`config.mk`:
```
export PLATFORM = sky130hd
export DESIGN_NAME = addr_gen_unit
export DESIGN_NICKNAME = d
export VERILOG_FILES = /design/src/rtl/addr_gen_unit.sv
export SDC_FILE = /design/constraint.sdc
export NUM_CORES = 1
export LEC_CHECK = 0
export CAP_MARGIN = 20
export CORE_ASPECT_RATIO = 1.2
export CORE_MARGIN = 1
export CORE_UTILIZATION = 51
export DETAILED_ROUTE_END_ITERATION = 8
export PLACE_DENSITY = 0.87
export SYNTH_ARGS = -nofsm -noshare
export SYNTH_HDL_FRONTEND = slang
export SYNTH_SLANG_ARGS = --single-unit
```
`constraint.sdc`:
```
create_clock -name Clk -period 4.8 [get_ports Clk]
set_input_delay 1.44 -clock Clk [delete_from_list [all_inputs] [get_ports Clk]]
set_output_delay 1.44 -clock Clk [all_outputs]
set_load 0.005 [all_outputs]
```
`src/rtl/addr_gen_unit.sv`:
```
// LC-3 address-generation unit: base select + sign-extended IR offset, registered,
// with an optional burst of consecutive addresses behind a valid/ready handshake.
module addr_gen_unit #(
  parameter int WIDTH     = 16,
  parameter int NUM_BASE  = 2,
  parameter int MAX_BURST = 8,
  localparam int BSEL_W   = (NUM_BASE > 1) ? $clog2(NUM_BASE) : 1,
  localparam int LEN_W    = $clog2(MAX_BURST + 1)
) (
  input  logic                      Clk,
  input  logic                      Reset,
  input  logic                      req_valid,
  output logic                      req_ready,
  input  logic [BSEL_W-1:0]         base_sel,
  input  logic [NUM_BASE*WIDTH-1:0] base_in,
  input  logic [1:0]                off_sel,
  input  logic [WIDTH-1:0]          ir_in,
  input  logic [LEN_W-1:0]          burst_len,
  output logic                      addr_valid,
  input  logic                      addr_ready,
  output logic [WIDTH-1:0]          addr_out,
  output logic                      addr_last,
  output logic                      busy
);

  typedef enum logic [0:0] {
    IDLE  = 1'b0,
    ISSUE = 1'b1
  } state_t;

  state_t            state_r;
  logic [LEN_W-1:0]  remain_r;
  logic [WIDTH-1:0]  base_s;
  logic [WIDTH-1:0]  offset_s;
  logic [WIDTH-1:0]  start_s;
  logic [LEN_W-1:0]  eff_len_s;
  logic              unused_s;

  function automatic logic [WIDTH-1:0] sext_offset(input logic [1:0] sel,
                                                   input logic [WIDTH-1:0] ir);
    logic [WIDTH-1:0] r;
    case (sel)
      2'd0:    r = '0;
      2'd1:    r = {{(WIDTH-6){ir[5]}},   ir[5:0]};
      2'd2:    r = {{(WIDTH-9){ir[8]}},   ir[8:0]};
      2'd3:    r = {{(WIDTH-11){ir[10]}}, ir[10:0]};
      default: r = '0;
    endcase
    return r;
  endfunction

  assign unused_s = ^ir_in[WIDTH-1:11];

  // Base mux; an index with no matching source yields a zero base.
  always_comb begin
    base_s = '0;
    for (int k = 0; k < NUM_BASE; k++) begin
      if (base_sel == BSEL_W'(k)) begin
        base_s = base_in[k*WIDTH +: WIDTH];
      end else begin
        base_s = base_s;
      end
    end
  end

  // Effective beat count: 0 means one beat, oversize requests clamp to MAX_BURST.
  always_comb begin
    if (burst_len == '0) begin
      eff_len_s = LEN_W'(1);
    end else if (burst_len > LEN_W'(MAX_BURST)) begin
      eff_len_s = LEN_W'(MAX_BURST);
    end else begin
      eff_len_s = burst_len;
    end
  end

  assign offset_s = sext_offset(off_sel, ir_in);
  assign start_s  = base_s + offset_s;

  // Request/beat FSM; remain_r counts beats still to follow the one on addr_out.
  always_ff @(posedge Clk or posedge Reset) begin
    if (Reset) begin
      state_r    <= IDLE;
      req_ready  <= 1'b1;
      addr_valid <= 1'b0;
      addr_out   <= '0;
      addr_last  <= 1'b0;
      busy       <= 1'b0;
      remain_r   <= '0;
    end else begin
      case (state_r)
        IDLE: begin
          if (req_valid && req_ready) begin
            state_r    <= ISSUE;
            req_ready  <= 1'b0;
            addr_valid <= 1'b1;
            busy       <= 1'b1;
            addr_out   <= start_s;
            remain_r   <= eff_len_s - LEN_W'(1);
            addr_last  <= (eff_len_s == LEN_W'(1));
          end
        end
        ISSUE: begin
          if (addr_valid && addr_ready) begin
            if (addr_last) begin
              state_r    <= IDLE;
              req_ready  <= 1'b1;
              addr_valid <= 1'b0;
              addr_last  <= 1'b0;
              busy       <= 1'b0;
            end else begin
              addr_out  <= addr_out + WIDTH'(1);
              remain_r  <= remain_r - LEN_W'(1);
              addr_last <= (remain_r == LEN_W'(1));
            end
          end
        end
        default: begin
          state_r    <= IDLE;
          req_ready  <= 1'b1;
          addr_valid <= 1'b0;
          addr_last  <= 1'b0;
          busy       <= 1'b0;
          remain_r   <= '0;
        end
      endcase
    end
  end

endmodule

```
==> flow_summary.ini, run 1 <==
[timing]
skew_ps = 2.42
slew_violations = 0
rsz0062_at_grt = false
setup_viol = 0
finalCritPeriodShare_pct = 87.6
max-slew-margin-rel_pct = 36.4
hold_violations = 0
fmax_mhz = 238
max_slew.worst_pin.slew_ps = 954
tns_ps = 0
period_needed_ps = 4210

[cells_and_area]
seqCellArea_um2 = 602
fin_area_mm2 = 0.00330
multiInputGateArea_mm2 = 0.00177
num-fill-cells = 371
area_growth_pct = 32.7
num_antenna_cells = 0
num-nets-final = 451
drive_gt1_share_pct = 7.51
post-route-util_pct = 71.2
instances_no_fill = 431

[power_and_ir_drop]
power_density_mw_per_mm2 = 167
ir_worst_vdd_mv = 0.0947
p_total_uw = 550
p_leak_uw = 0.00139

[worst_setup_path]
critPathMaxFanout = 10
reg2reg_depth = 7
crit_chain = clkdlybuf4s50_1 > mux2_2 > ha_1 > a21oi_1 > nand2_1 > a31o_1 > a41oi_2 > a32o_2 > xnor2_1 > a221oi_2
ff2ff_setup_slack_ps = 1740
cp.arrival_ps = 4390
cp_top_family = compound AO/OA/AOI/OAI gates
cp_num_buf_inv = 1
r2r-end = addr_out[11]
r2r-start = state_r
start_kind = input port
worst_setup_path_end_kind = register
critPathSlowestCell = clkdlybuf4s50_1
cp.required_ps = 4980
critPathMaxStageDelay_ps = 750
crit_type = in2reg

[die]
rows = 27
fp.dieW_um = 65.7
initial_core_util_pct = 53.7
core-area_mm2 = 0.00463
ios = 79
die_area_mm2 = 0.00516
die_h_um = 78.5

[placed_design]
post_dp_cell_area_mm2 = 0.00324
dp_hpwl_mm = 4.70
port_buffers = 73
dp.cells = 427
place_congestion = 0.825

[yosys]
yosys-top-cells-area = dfrtp_1 23%, ha_1 8.6%, a21oi_1 5.4%
syn-cell-area_mm2 = 0.00248
ys_types = 56
syn_area_per_cell_um2 = 8.09
synth-edff-count = 0
yosysSeqAreaShare_pct = 24.2
synth-seq-cells = 24
synthCells = 307
yosysWarnings = 0
synth_top_area_share_pct = 23.2
synthesis.nets = 384
ys.flop_type = dfrtp_1
async_reset_ff_share_pct = 100
synth_top_cell_by_area = dfrtp_1

[clock_network]
clkTransAtPathRegs_ps = 90
htreeDepth = 1
clock_latency_ps = 270
cts.path.max_buffers = 2
post_cts_buffers = 0
hold_buffers = 0
numClockSinks = 24
root_buffer = clkbuf_8
cts_tree = done
numCtsBuffers = 3
cts_resized = 0

[global_routing]
grt_pass1_vias = 2477
antenna_found_initial = 0
grt_max_degree = 30
grt_usage_pct = 25.4
overflow = 0
grt_pass1_wl_mm = 10.6

[routing]
wl_mm = 6.03
initialDrtViolationCount = 139
drc = 0
dr.pass1.iters = 5
drt-wirelength-per-cell_um = 14.0
num_vias = 2532
postRouteAntennaNets = 0
route.detailed.vias_per_inst = 5.87

[outcome]
status = complete, no violations

[min_path]
whs_endpoint = remain_r[3]
min_from = remain_r[3]
holdPathStages = 2
min-delay-path-class = reg2reg

[run]
cap_violations = 0
## synth_stat cells, types with 2 or more instances
library cell / number
nor2_1: 29
a21oi_1: 27
nand2_1: 26
dfrtp_1: 23
o21ai_0: 19
ha_1: 17
inv_1: 13
nand3_1: 13
mux2_2: 12
nor2b_1: 11
xnor2_1: 9
mux2i_1: 8
clkbuf_1: 6
nand2b_1: 6
nand4_1: 6
xor2_1: 5
and2_1: 4
buf_1: 4
mux2_1: 4
nor3_1: 4
o21ai_1: 4
a21o_1: 3
a22oi_1: 3
a311oi_1: 3
a31oi_1: 3
nor4_1: 3
o22ai_1: 3
a221o_1: 2
a221oi_1: 2
a222oi_1: 2
a41oi_1: 2
and3_1: 2
nand3b_1: 2
nor2_4: 2
nor3b_1: 2
o211ai_1: 2
o31ai_1: 2
## layer usage
layer / track usage, % / up-vias / wire length (um)
li1: - / 1262 / -
met1: 30.1 / 1160 / 2510
met2: 45.5 / 101 / 3140
met3: 3.78 / 9 / 307
met4: 8.48 / 0 / 71
met5: 0 / - / 0
## cells by family after synthesis
family	count (synthesis)	synth area share, %
xor gates and xnor gates	14	4.93
adders and majority gates	18	9.37
DFF	24	24.2
and+or+nand+nor	113	23.0
AOI/OAI and AO/OA	86	22.6
buffers and inverters	27	4.58
muxes	25	11.4
## state kept, by name, indices dropped and copies added, names as in the netlist
| signal | cells |
|---|---|
| addr_out | 16 |
| busy | 1 |
| state_r | 1 |
| remain_r | 4 |
| req_ready | 1 |
| addr_last | 1 |
## worst max-delay path by stage
stage	slack, ps	endpoint	from	cells after the start
3_5_place_dp	290	addr_out[13]	base_sel	10
4_1_cts	580	addr_out[13]	base_sel	10
6_report	590	addr_out[13]	base_sel	10
5_1_grt	380	addr_out[13]	base_sel	11
3_3_place_gp	340	addr_out[13]	base_sel	10
2_1_floorplan	680	addr_out[13]	base_sel	12
## worst register-to-register path: cells and delay by family (launching register included)
| family | cells | cell delay (ps) |
|---|---|---|
| AO/OA/AOI/OAI | 2 | 350 |
| flip-flops | 1 | 970 |
| multiplexers | 1 | 290 |
| AND/OR/NAND/NOR | 4 | 1300 |
## report_power, final
| part | switching (uW) | internal [uW] | total, uW |
|---|---|---|---|
| Combinational | 97.8 | 108 | 206 |
| Clock | 68.5 | 73.4 | 142 |
| Sequential | 0 | 202 | 202 |
| Total | 166 | 384 | 550 |
## per-stage QoR
step                      hold slack (ps)  setup WS, ps
after floorplan                       497           676
after global placement                530           338
after detailed placement              539           294
after CTS                             561           583
after global routing                  625           380
final                                 564           593
## placed cells by master, fill, tap and decap left out, types with 3 or more instances in the layout
master	count
o21ai_1	4
nand4_1	6
mux2_2	12
inv_1	13
mux2_1	4
a311oi_1	3
ha_1	17
clkdlybuf4s50_1	73
mux2i_1	8
xnor2_1	9
o21ai_0	19
nand2b_1	6
nand2_1	26
nor2_1	29
and2_1	4
a21oi_1	27
clkbuf_8	4
a31oi_1	3
dfrtp_1	23
o22ai_1	3
a21o_1	3
nand3_1	13
nor3_1	4
a22oi_1	3
nor2b_1	11
xor2_1	5
nor4_1	3
## cell type report
cell class / count / area share [%]
tap: 58 / 2.20
multi-input combinational: 256 / 53.7
inverter: 14 / 1.59
timing repair buffer: 75 / 22.6
sequential: 24 / 18.3
clock buffer: 4 / 1.67
No activity file was read; power rests on OpenSTA's default activity.
==> run 2, diff against run 1 <==
--- a/config.mk
+++ b/config.mk
@@ -8,9 +8,9 @@
 export CAP_MARGIN = 20
 export CORE_ASPECT_RATIO = 1.2
 export CORE_MARGIN = 1
-export CORE_UTILIZATION = 51
+export CORE_UTILIZATION = 47
 export DETAILED_ROUTE_END_ITERATION = 8
-export PLACE_DENSITY = 0.87
+export PLACE_DENSITY = 0.81
 export SYNTH_ARGS = -nofsm -noshare
 export SYNTH_HDL_FRONTEND = slang
 export SYNTH_SLANG_ARGS = --single-unit
==> constraint.sdc (replaced) <==
create_clock -name Clk -period 4.3 [get_ports Clk]
set_input_delay 1.29 -clock Clk [delete_from_list [all_inputs] [get_ports Clk]]
set_output_delay 1.29 -clock Clk [all_outputs]
set_load 0.005 [all_outputs]
==> run 2 against run 1 <==
Worst hold slack better by 31 ps. Non-clock buffer count is 11 higher. Critical path depth is 3 higher. Clock power barely moved. Combinational power grew 17%. Via count is 0.12% higher. Final cell count increased by 3.0%. Flip-flop and latch count did not move. Total power rose by 11%. Sequential share of layout area is 0.41 points lower. Count of clock-buffer cells in the layout unchanged. Core utilization fell by 3.9 points. Critical path type unchanged. Critical endpoint is now addr_out[14]. Largest cell class unchanged. Largest power group unchanged.
==> flow_summary.ini, run 2 (synthesis gave the netlist of run 1 again) <==
[outcome]
status = complete, no violations

[placed_design]
port_buffers = 73
place_congestion = 0.877
dp_hpwl_mm = 4.81
post_dp_cell_area_mm2 = 0.00333

[cells_and_area]
num_antenna_cells = 0
area_growth_pct = 35.7
drive_gt1_share_pct = 9.90
fin_area_mm2 = 0.00337
post-route-util_pct = 67.3
top_regs = addr_out x16, remain_r x4
regMostFlops = addr_out
num-nets-final = 462
final_common_cell = clkdlybuf4s50_1
final_cell_mix = 73 x clkdlybuf4s50_1, 29 x nor2_1, 27 x a21oi_1
largest_reg_flops = 16

[timing]
rsz0062_at_grt = false
finalCritPeriodShare_pct = 90.2
period_needed_ps = 3880
skew_ps = 10.9
hold_violations = 0
whs_ps = 595
slew_violations = 0
setup_viol = 0
fmax_mhz = 258
max-slew-margin-rel_pct = 34.3
max_slew.worst_pin.slew_ps = 985
tns_ps = 0

[clock_network]
clkTransAtPathRegs_ps = 90
clock_latency_ps = 280
cts.path.max_buffers = 2
root_buffer = clkbuf_8
htreeDepth = 1
cts_tree = done
hold_buffers = 0
numCtsBuffers = 3
post_cts_buffers = 0
numClockSinks = 24
cts_resized = 0

[min_path]
holdPathStages = 2
min-delay-path-class = reg2reg

[worst_setup_path]
cp.required_ps = 4450
ff2ff_setup_slack_ps = 1650
cp.depth = 13
crit_type = in2reg
start_kind = input port
reg2reg_depth = 7
cp_num_buf_inv = 3
critPathMaxStageDelay_ps = 540
critPathMaxFanout = 4
worst_setup_path_end_kind = register
crit_chain = clkdlybuf4s50_1 > buf_4 > mux2_2 > ha_1 > inv_1 > fa_1 > nor2b_1 > o2111ai_1 > a21oi_1 > o31ai_1 > a31oi_1 > xnor2_1 > o21ai_1
cp_top_family = compound AO/OA/AOI/OAI gates
critPathSlowestCell = clkdlybuf4s50_1
cp.arrival_ps = 4030

[global_routing]
grtUsageMet2_pct = 43.5
grt_pass1_wl_mm = 10.4
gr-usage-met3_pct = 1.11
grt_pass1_vias = 2406
antenna_found_initial = 0
busiest_layer = met2
grt_usage_pct = 24.2
grt.met1_usage_pct = 29.8
grt_max_degree = 30
overflow = 0

[power_and_ir_drop]
internal_power_uw = 422
p_switching_uw = 189
p_leak_uw = 0.00143
sequentialPowerShare_pct = 36.9
switching_share_pct = 31.0
clkPwrFrac_pct = 23.6
ir_worst_vdd_mv = 0.113
p_comb_share_pct = 39.4
power_density_mw_per_mm2 = 181

[routing]
wl_mm = 6.03
route.detailed.vias_per_inst = 5.71
dr.pass1.iters = 5
drt-wirelength-per-cell_um = 13.6
initialDrtViolationCount = 206
postRouteAntennaNets = 0
num_vias = 2535
drc = 0

[die]
die_area_mm2 = 0.00558
fp.dieW_um = 68.4
initial_core_util_pct = 49.6
core-area_mm2 = 0.00501
rows = 28
ios = 79
die_h_um = 81.7

[run]
cap_violations = 0
run 2: layout make-up:
cell class                      instances  area (um^2)
Multi-Input combinational cell        256         1770
Fill cell                             433         1640
Timing Repair Buffer                   86          828
Sequential cell                        24          602
Tap cell                               60         75.1
Inverter                               14         52.6
Clock buffer                            4         45.0
run 2: final timing paths:
path | endpoint | start
max | addr_out[14] | base_sel
min | addr_out[4] | addr_out[4]
max reg2reg | addr_out[11] | state_r
min reg2reg | addr_out[4] | addr_out[4]
max in group asynchronous | addr_out[11] | Reset
min in group asynchronous | busy | Reset
run 2: per-stage QoR:
step	std cells	setup slack, ps	power, uW
global placement	440	237	464
floorplan	307	326	378
global route	444	148	649
finish	444	423	611
CTS	444	440	611
detailed placement	440	144	471
run 2: power groups by stage:
stage,combinational [uW],sequential [uW],clock (uW)
after floorplan,148,230,0
final,241,226,144
after CTS,242,226,144
after global placement,234,230,0
after detailed placement,241,230,0
after global routing,270,226,153
run 2: metal layers:
metal	wire length, um	part of all wire [%]	vias to the layer above
met5	0	0	-
met4	90	1.5	0
met3	227	3.8	7
met2	3090	51	82
met1	2630	44	1165
li1	-	-	1281
run 2: worst register-to-register path: stages, from the launching register on:
cell and delay (ps):
dfrtp_1 1000, nor2b_1 180, nand2_1 200, and2_1 430, nor2_1 80, mux2_1 290, a222oi_1 220, o211ai_1 140
==> run 3, diff against run 2 <==
--- a/config.mk
+++ b/config.mk
@@ -5,6 +5,7 @@
 export SDC_FILE = /design/constraint.sdc
 export NUM_CORES = 1
 export LEC_CHECK = 0
+export ABC_AREA = 0
 export CAP_MARGIN = 20
 export CORE_ASPECT_RATIO = 1.2
 export CORE_MARGIN = 1
@@ -14,3 +15,4 @@
 export SYNTH_ARGS = -nofsm -noshare
 export SYNTH_HDL_FRONTEND = slang
 export SYNTH_SLANG_ARGS = --single-unit
+export TNS_END_PERCENT = 50
==> results of run 3 <==
Same layout as run 2: the final DEF is identical, and so are final timing and power.
